File: src/rtl/parallel_target.sv
// parallel_target: device-side responder for an asynchronous SRAM-style
// parallel port (ce_n/oe_n/we_n strobes, 24-bit address, 32-bit data).
// Strobes, address and data are resynchronized into clk_bus through
// equal-depth pipelines. Each strobe cycle becomes exactly one internal
// read or write request on a stalling bus. A request that stalls too long
// is aborted, and err_timeout pulses for one cycle.
module parallel_target #(
  parameter int          SYNC_STAGES = 2,
  parameter int          TIMEOUT     = 16,
  parameter logic [31:0] ERR_DATA    = 32'hDEADBEEF
) (
  input  logic        clk_bus,
  input  logic        rst,
  input  logic [23:0] dev_address,
  input  logic [31:0] dev_data_i,
  output logic [31:0] dev_data_o,
  output logic        dev_data_oe,
  input  logic        dev_we_n,
  input  logic        dev_oe_n,
  input  logic        dev_ce_n,
  output logic [23:0] mem_address,
  output logic [31:0] mem_data_o,
  input  logic [31:0] mem_data_i,
  output logic        mem_read,
  output logic        mem_write,
  input  logic        mem_stall,
  output logic        err_timeout
);

  localparam logic [7:0] TIMEOUT_M1 = 8'(TIMEOUT - 1);

  typedef enum logic [2:0] {
    IDLE,
    WR_CAPT,
    WR_REQ,
    RD_REQ,
    RD_DRIVE,
    WAIT_IDLE
  } state_t;

  // ---------------------------------------------------------------
  // Synchronizer taps: stage gi output, one entry per stage
  // ---------------------------------------------------------------
  logic [SYNC_STAGES-1:0] ce_n_tap;
  logic [SYNC_STAGES-1:0] we_n_tap;
  logic [SYNC_STAGES-1:0] oe_n_tap;
  logic [23:0]            addr_tap [SYNC_STAGES];
  logic [31:0]            data_tap [SYNC_STAGES];

  for (genvar gi = 0; gi < SYNC_STAGES; gi++) begin : g_sync
    logic        ce_n_src, we_n_src, oe_n_src;
    logic [23:0] addr_src;
    logic [31:0] data_src;
    logic        ce_n_q, we_n_q, oe_n_q;
    logic [23:0] addr_q;
    logic [31:0] data_q;

    if (gi == 0) begin : g_first
      assign ce_n_src = dev_ce_n;
      assign we_n_src = dev_we_n;
      assign oe_n_src = dev_oe_n;
      assign addr_src = dev_address;
      assign data_src = dev_data_i;
    end else begin : g_rest
      assign ce_n_src = ce_n_tap[gi-1];
      assign we_n_src = we_n_tap[gi-1];
      assign oe_n_src = oe_n_tap[gi-1];
      assign addr_src = addr_tap[gi-1];
      assign data_src = data_tap[gi-1];
    end

    // One synchronizer stage; strobes reset inactive (high), payload to zero
    always_ff @(posedge clk_bus) begin
      if (rst) begin
        ce_n_q <= 1'b1;
        we_n_q <= 1'b1;
        oe_n_q <= 1'b1;
        addr_q <= '0;
        data_q <= '0;
      end else begin
        ce_n_q <= ce_n_src;
        we_n_q <= we_n_src;
        oe_n_q <= oe_n_src;
        addr_q <= addr_src;
        data_q <= data_src;
      end
    end

    assign ce_n_tap[gi] = ce_n_q;
    assign we_n_tap[gi] = we_n_q;
    assign oe_n_tap[gi] = oe_n_q;
    assign addr_tap[gi] = addr_q;
    assign data_tap[gi] = data_q;
  end

  // Active-high synchronized strobes and the address/data aligned with them
  logic        s_ce, s_we, s_oe;
  logic [23:0] s_addr;
  logic [31:0] s_data;

  assign s_ce   = ~ce_n_tap[SYNC_STAGES-1];
  assign s_we   = ~we_n_tap[SYNC_STAGES-1];
  assign s_oe   = ~oe_n_tap[SYNC_STAGES-1];
  assign s_addr = addr_tap[SYNC_STAGES-1];
  assign s_data = data_tap[SYNC_STAGES-1];

  // ---------------------------------------------------------------
  // Control FSM and request registers
  // ---------------------------------------------------------------
  state_t      state_q, state_d;
  logic [7:0]  cnt_q, cnt_d;
  logic        rd_abort_q, rd_abort_d;   // strobes went away during RD_REQ
  logic        mem_read_q, mem_read_d;
  logic        mem_write_q, mem_write_d;
  logic [23:0] mem_addr_q, mem_addr_d;
  logic [31:0] mem_wdata_q, mem_wdata_d;
  logic [31:0] dev_rdata_q, dev_rdata_d;
  logic        err_q, err_d;

  logic wr_act, rd_act, rd_gone, cnt_expired;

  assign wr_act      = s_ce & s_we;
  assign rd_act      = s_ce & s_oe;
  assign rd_gone     = rd_abort_q | ~rd_act;
  assign cnt_expired = (cnt_q == TIMEOUT_M1);

  // Next-state and request decisions, all from synchronized strobes
  always_comb begin
    state_d     = state_q;
    cnt_d       = cnt_q;
    rd_abort_d  = rd_abort_q;
    mem_read_d  = mem_read_q;
    mem_write_d = mem_write_q;
    mem_addr_d  = mem_addr_q;
    mem_wdata_d = mem_wdata_q;
    dev_rdata_d = dev_rdata_q;
    err_d       = 1'b0;

    case (state_q)
      IDLE: begin
        if (wr_act) begin
          // Write wins over a simultaneous output enable
          mem_addr_d  = s_addr;
          mem_wdata_d = s_data;
          state_d     = WR_CAPT;
        end else if (rd_act) begin
          mem_addr_d = s_addr;
          mem_read_d = 1'b1;
          cnt_d      = '0;
          rd_abort_d = 1'b0;
          state_d    = RD_REQ;
        end
      end

      WR_CAPT: begin
        if (wr_act) begin
          // Keep tracking the pins; the last active cycle's values are written
          mem_addr_d  = s_addr;
          mem_wdata_d = s_data;
        end else begin
          mem_write_d = 1'b1;
          cnt_d       = '0;
          state_d     = WR_REQ;
        end
      end

      WR_REQ: begin
        if (!mem_stall) begin
          mem_write_d = 1'b0;
          state_d     = WAIT_IDLE;
        end else if (cnt_expired) begin
          mem_write_d = 1'b0;
          err_d       = 1'b1;
          state_d     = WAIT_IDLE;
        end else begin
          cnt_d = cnt_q + 8'd1;
        end
      end

      RD_REQ: begin
        if (!rd_act) begin
          rd_abort_d = 1'b1;
        end
        if (!mem_stall) begin
          mem_read_d = 1'b0;
          if (rd_gone) begin
            // Initiator left early: finish internally, drop the data
            state_d = WAIT_IDLE;
          end else begin
            dev_rdata_d = mem_data_i;
            state_d     = RD_DRIVE;
          end
        end else if (cnt_expired) begin
          mem_read_d  = 1'b0;
          err_d       = 1'b1;
          dev_rdata_d = ERR_DATA;
          state_d     = rd_gone ? WAIT_IDLE : RD_DRIVE;
        end else begin
          cnt_d = cnt_q + 8'd1;
        end
      end

      RD_DRIVE: begin
        // Address changes with strobes held are not re-read
        if (!rd_act) begin
          state_d = IDLE;
        end
      end

      WAIT_IDLE: begin
        if ((!s_we && !s_oe) || !s_ce) begin
          state_d = IDLE;
        end
      end

      default: begin
        state_d = IDLE;
      end
    endcase
  end

  // State and output registers; reset drops any pending request
  always_ff @(posedge clk_bus) begin
    if (rst) begin
      state_q     <= IDLE;
      cnt_q       <= '0;
      rd_abort_q  <= 1'b0;
      mem_read_q  <= 1'b0;
      mem_write_q <= 1'b0;
      mem_addr_q  <= '0;
      mem_wdata_q <= '0;
      dev_rdata_q <= '0;
      err_q       <= 1'b0;
    end else begin
      state_q     <= state_d;
      cnt_q       <= cnt_d;
      rd_abort_q  <= rd_abort_d;
      mem_read_q  <= mem_read_d;
      mem_write_q <= mem_write_d;
      mem_addr_q  <= mem_addr_d;
      mem_wdata_q <= mem_wdata_d;
      dev_rdata_q <= dev_rdata_d;
      err_q       <= err_d;
    end
  end

  assign mem_read    = mem_read_q;
  assign mem_write   = mem_write_q;
  assign mem_address = mem_addr_q;
  assign mem_data_o  = mem_wdata_q;
  assign dev_data_o  = dev_rdata_q;
  assign err_timeout = err_q;

  // Pads follow the raw strobes so they release without synchronizer delay
  assign dev_data_oe = (state_q == RD_DRIVE) & ~dev_oe_n & ~dev_ce_n & dev_we_n;

endmodule

File: config.mk
export PLATFORM = sky130hd
export DESIGN_NAME = parallel_target
export DESIGN_NICKNAME = d
export VERILOG_FILES = /design/src/rtl/parallel_target.sv
export SDC_FILE = /design/constraint.sdc
export NUM_CORES = 1
export LEC_CHECK = 0
export CELL_PAD_IN_SITES_DETAIL_PLACEMENT = 1
export CELL_PAD_IN_SITES_GLOBAL_PLACEMENT = 1
export CORE_UTILIZATION = 39
export CTS_CLUSTER_SIZE = 30
export DETAILED_ROUTE_END_ITERATION = 6
export PLACE_DENSITY_LB_ADDON = 0.1
export RECOVER_POWER = 25
export REMOVE_ABC_BUFFERS = 1
export SLEW_MARGIN = 40
export SYNTH_ARGS = -nofsm -noshare
export SYNTH_HDL_FRONTEND = slang
export SYNTH_SLANG_ARGS = --single-unit
export TNS_END_PERCENT = 10
File: constraint.sdc
create_clock -name clk_bus -period 3.9 [get_ports clk_bus]
set_input_delay 0.975 -clock clk_bus [delete_from_list [all_inputs] [get_ports clk_bus]]
set_output_delay 0.975 -clock clk_bus [all_outputs]
set_load 0.01 [all_outputs]
==> results.json <==
{
  "min_from": "g_sync[0].oe_n_q$_SDFF_PP1_",
  "async_reset_ff_share_pct": 0,
  "slowest_delay_ns": 0.61,
  "layout-drive-gt1-share_pct": 8.80,
  "path_buf_inv": 2,
  "drv_cap": 1,
  "cpLargestDelayFamily": "buffers and inverters",
  "cts_max_path_buffers": 3,
  "hold_class": "reg -> reg",
  "syn_to_final_growth_pct": 40.4,
  "ys_top_cells_by_area": "dfxtp_1, nor2b_1, nand2_1",
  "cts_tree": "done",
  "yosys-top-cells-count": "dfxtp_1, nand2_1, nor2b_1, a21oi_1, nor2_1",
  "clkSlewWorstSetupHoldPaths_ns": 0.06,
  "min_period_over_period_pct": 86.2,
  "fp.dieW_um": 137,
  "fmax_mhz": 298,
  "r2r_start": "cnt_q[0]$_SDFFE_PP0P_",
  "crit_arrival_ns": 2.39,
  "yosysWarnings": 0,
  "required_ns": 2.92,
  "dpl.hpwl_mm": 11.6,
  "startpoint_type": "input port",
  "vias": 5441,
  "postCtsSetupBuffers": 0,
  "drc": 0,
  "yosys_most_used_dff": "dfxtp_1",
  "netlist_area_um2": 7120,
  "drt_iter0_drc": 172,
  "numCtsBuffers": 24,
  "die_area_um2": 18800,
  "postSynthCellCount": 728,
  "grt_max_degree": 110,
  "rr_endpoint": "dev_data_o[8]$_SDFFE_PP0P_",
  "post_cts_resized": 0,
  "status": "finished, violations left",
  "seq_area_frac_synth_pct": 62.1,
  "synth-edff-count": 0,
  "gp_congestion": 0.804,
  "rsz0062_at_grt": "no",
  "p_leak_uw": 0.00358,
  "insertedDiodeCount": 0,
  "design.core.area_um2": 17900,
  "wl_per_cell_um": 15.3,
  "crit_chain": "clkdlybuf4s50_1 -> nand2b_1 -> nor4_1 -> clkdlybuf4s50_1",
  "clock_latency_ns": 0.51,
  "cp_max_fo": 2,
  "hold_path_end": "g_sync[1].oe_n_q$_SDFF_PP1_",
  "period_minus_slack_ns": 3.36,
  "totalWireLength_mm": 17.6,
  "layout_setup_ws_ns": 0.539,
  "io_buffers": 185,
  "hold_depth": 1,
  "avgSynthCellArea_um2": 9.78,
  "rrSetupSlack_ns": 1.95,
  "end_kind": "output pin",
  "worst-setup-path-type": "in -> out",
  "rr_worst_depth": 6,
  "viasPerCell": 4.74,
  "setup_viol": 0,
  "fin_skew_ns": 0.0213,
  "first_pass_iters": 6,
  "layout.cells.non_filler": 1149,
  "yosysTopAreaCell": "dfxtp_1",
  "place_inst": 1105,
  "synth_cell_types": 44,
  "grt_pass1_vias": 5699,
  "antenna_found_initial": 0,
  "start_util_pct": 39.8,
  "fin_tns_setup_ns": 0,
  "antenna_left": 0,
  "synth-seq-cells": 221,
  "numClockSinks": 221,
  "relSlewSlack_pct": -19.5,
  "htree_num_levels": 1,
  "cpMostUsedCell": "clkdlybuf4s50_1",
  "synth_top_area_share_pct": 62.1,
  "drv_slew": 79,
  "root_buffer": "clkbuf_16",
  "grt_pass1_wl_mm": 27.5,
  "slowest_stage": "clkdlybuf4s50_1",
  "grt_overflow": 0,
  "hold_buffers": 0,
  "nets": 997,
  "rows": 49,
  "tightest_slew_ns": 1.79,
  "p_per_area_nw_per_um2": 519,
  "violations": "capacitance limit, slew limit",
  "pre_cts_slack_ns": 0.539,
  "die_h_um": 137,
  "max-vdd-ir-drop_mv": 0.326,
  "synthMostInstantiatedCell": "dfxtp_1",
  "ioPinCount": 186,
  "grt_usage_pct": 18.4,
  "finalHoldViolCount": 0
}
==> how the worst max path moves through the flow <==
stage	from	endpoint	slack (ns)	depth (start not counted)
finish	dev_ce_n	dev_data_oe	0.54	4
global route	rst	g_sync[0].addr_q[2]$_SDFF_PP0_	0.42	3
CTS	dev_ce_n	dev_data_oe	0.52	4
detailed placement	dev_ce_n	dev_data_oe	0.54	4
global placement	dev_ce_n	dev_data_oe	0.63	4
floorplan	dev_ce_n	dev_data_oe	1.48	2
==> final cells by class <==
type	instances	area [µm²]
clock inverters	13	215
well taps	229	287
flip-flops and latches	221	4420
multi-input cells	461	2490
clock buffers	31	677
fillers	1974	7910
repair buffers	192	1900
inverters	2	7.51
==> where the power goes <==
part | total, µW | switching [µW] | internal, µW
sequential | 2380 | 50.2 | 2330
combinational | 321 | 150 | 171
clock | 2480 | 915 | 1560
total | 5180 | 1120 | 4070
==> metal layers <==
metal | wire (µm) | GRT usage (%) | vias to the layer above
met4 | 320 | 5.07 | 0
met1 | 7190 | 21.0 | 2601
met2 | 9200 | 34.7 | 130
met5 | 0 | 0 | -
met3 | 856 | 3.44 | 25
li1 | - | - | 2685
==> cell usage in the layout, fill, tap and decap left out, types with 2 or more instances in the layout <==
cell type,Yosys,layout
dfxtp_1,221,221
clkdlybuf4s50_1,0,184
nand2_1,125,124
nor2b_1,113,113
a21oi_1,71,71
nor2_1,60,60
clkbuf_16,0,24
nor3_2,18,18
nand3b_1,10,10
nor3_1,9,9
or2_2,6,6
nand2b_1,5,5
xor2_1,5,5
clkbuf_8,0,5
bufinv_16,0,5
o21ai_0,4,4
clkbuf_1,25,4
o2111ai_1,3,3
clkinv_2,0,3
clkinv_4,0,3
buf_4,0,3
and3_1,2,2
and2_1,2,2
nor2_2,2,2
o21ai_1,2,2
inv_1,2,2
a21o_1,2,2
==> through the flow <==
step / power, µW / cell area (µm²) / hold slack (ns) / utilization [%]
4_1_cts: 5240 / 10000 / 0.417 / 56.0
2_1_floorplan: 2550 / 6910 / 0.389 / -
3_3_place_gp: 2730 / 9110 / 0.408 / 50.9
3_5_place_dp: 2760 / 9130 / 0.402 / 51.0
5_1_grt: 5380 / 10000 / 0.427 / 55.8
6_report: 5180 / 10000 / 0.415 / 55.8
==> registers in the layout, summed over array words and instances (netlist names) <==
signal	cells
g_sync.data_q	64
err_timeout	1
g_sync.oe_n_q	2
mem_write	1
state_q	3
mem_data_o	32
g_sync.we_n_q	2
mem_read	1
rd_abort_q	1
mem_address	24
g_sync.addr_q	48
g_sync.ce_n_q	2
dev_data_o	32
cnt_q	8
==> kinds of logic (layout without fill, tap and decap cells) <==
group | Yosys count | count (layout) | share of synthesized area, %
compound gates | 94 | 94 | 7.52
xor+xnor | 5 | 5 | 0.615
fa+ha+maj | 1 | 1 | 0.176
buf+inv | 46 | 238 | 3.06
flops | 221 | 221 | 62.1
mux | 1 | 1 | 0.141
simple gates | 360 | 360 | 26.3
Power figures use the tool's default switching activity.
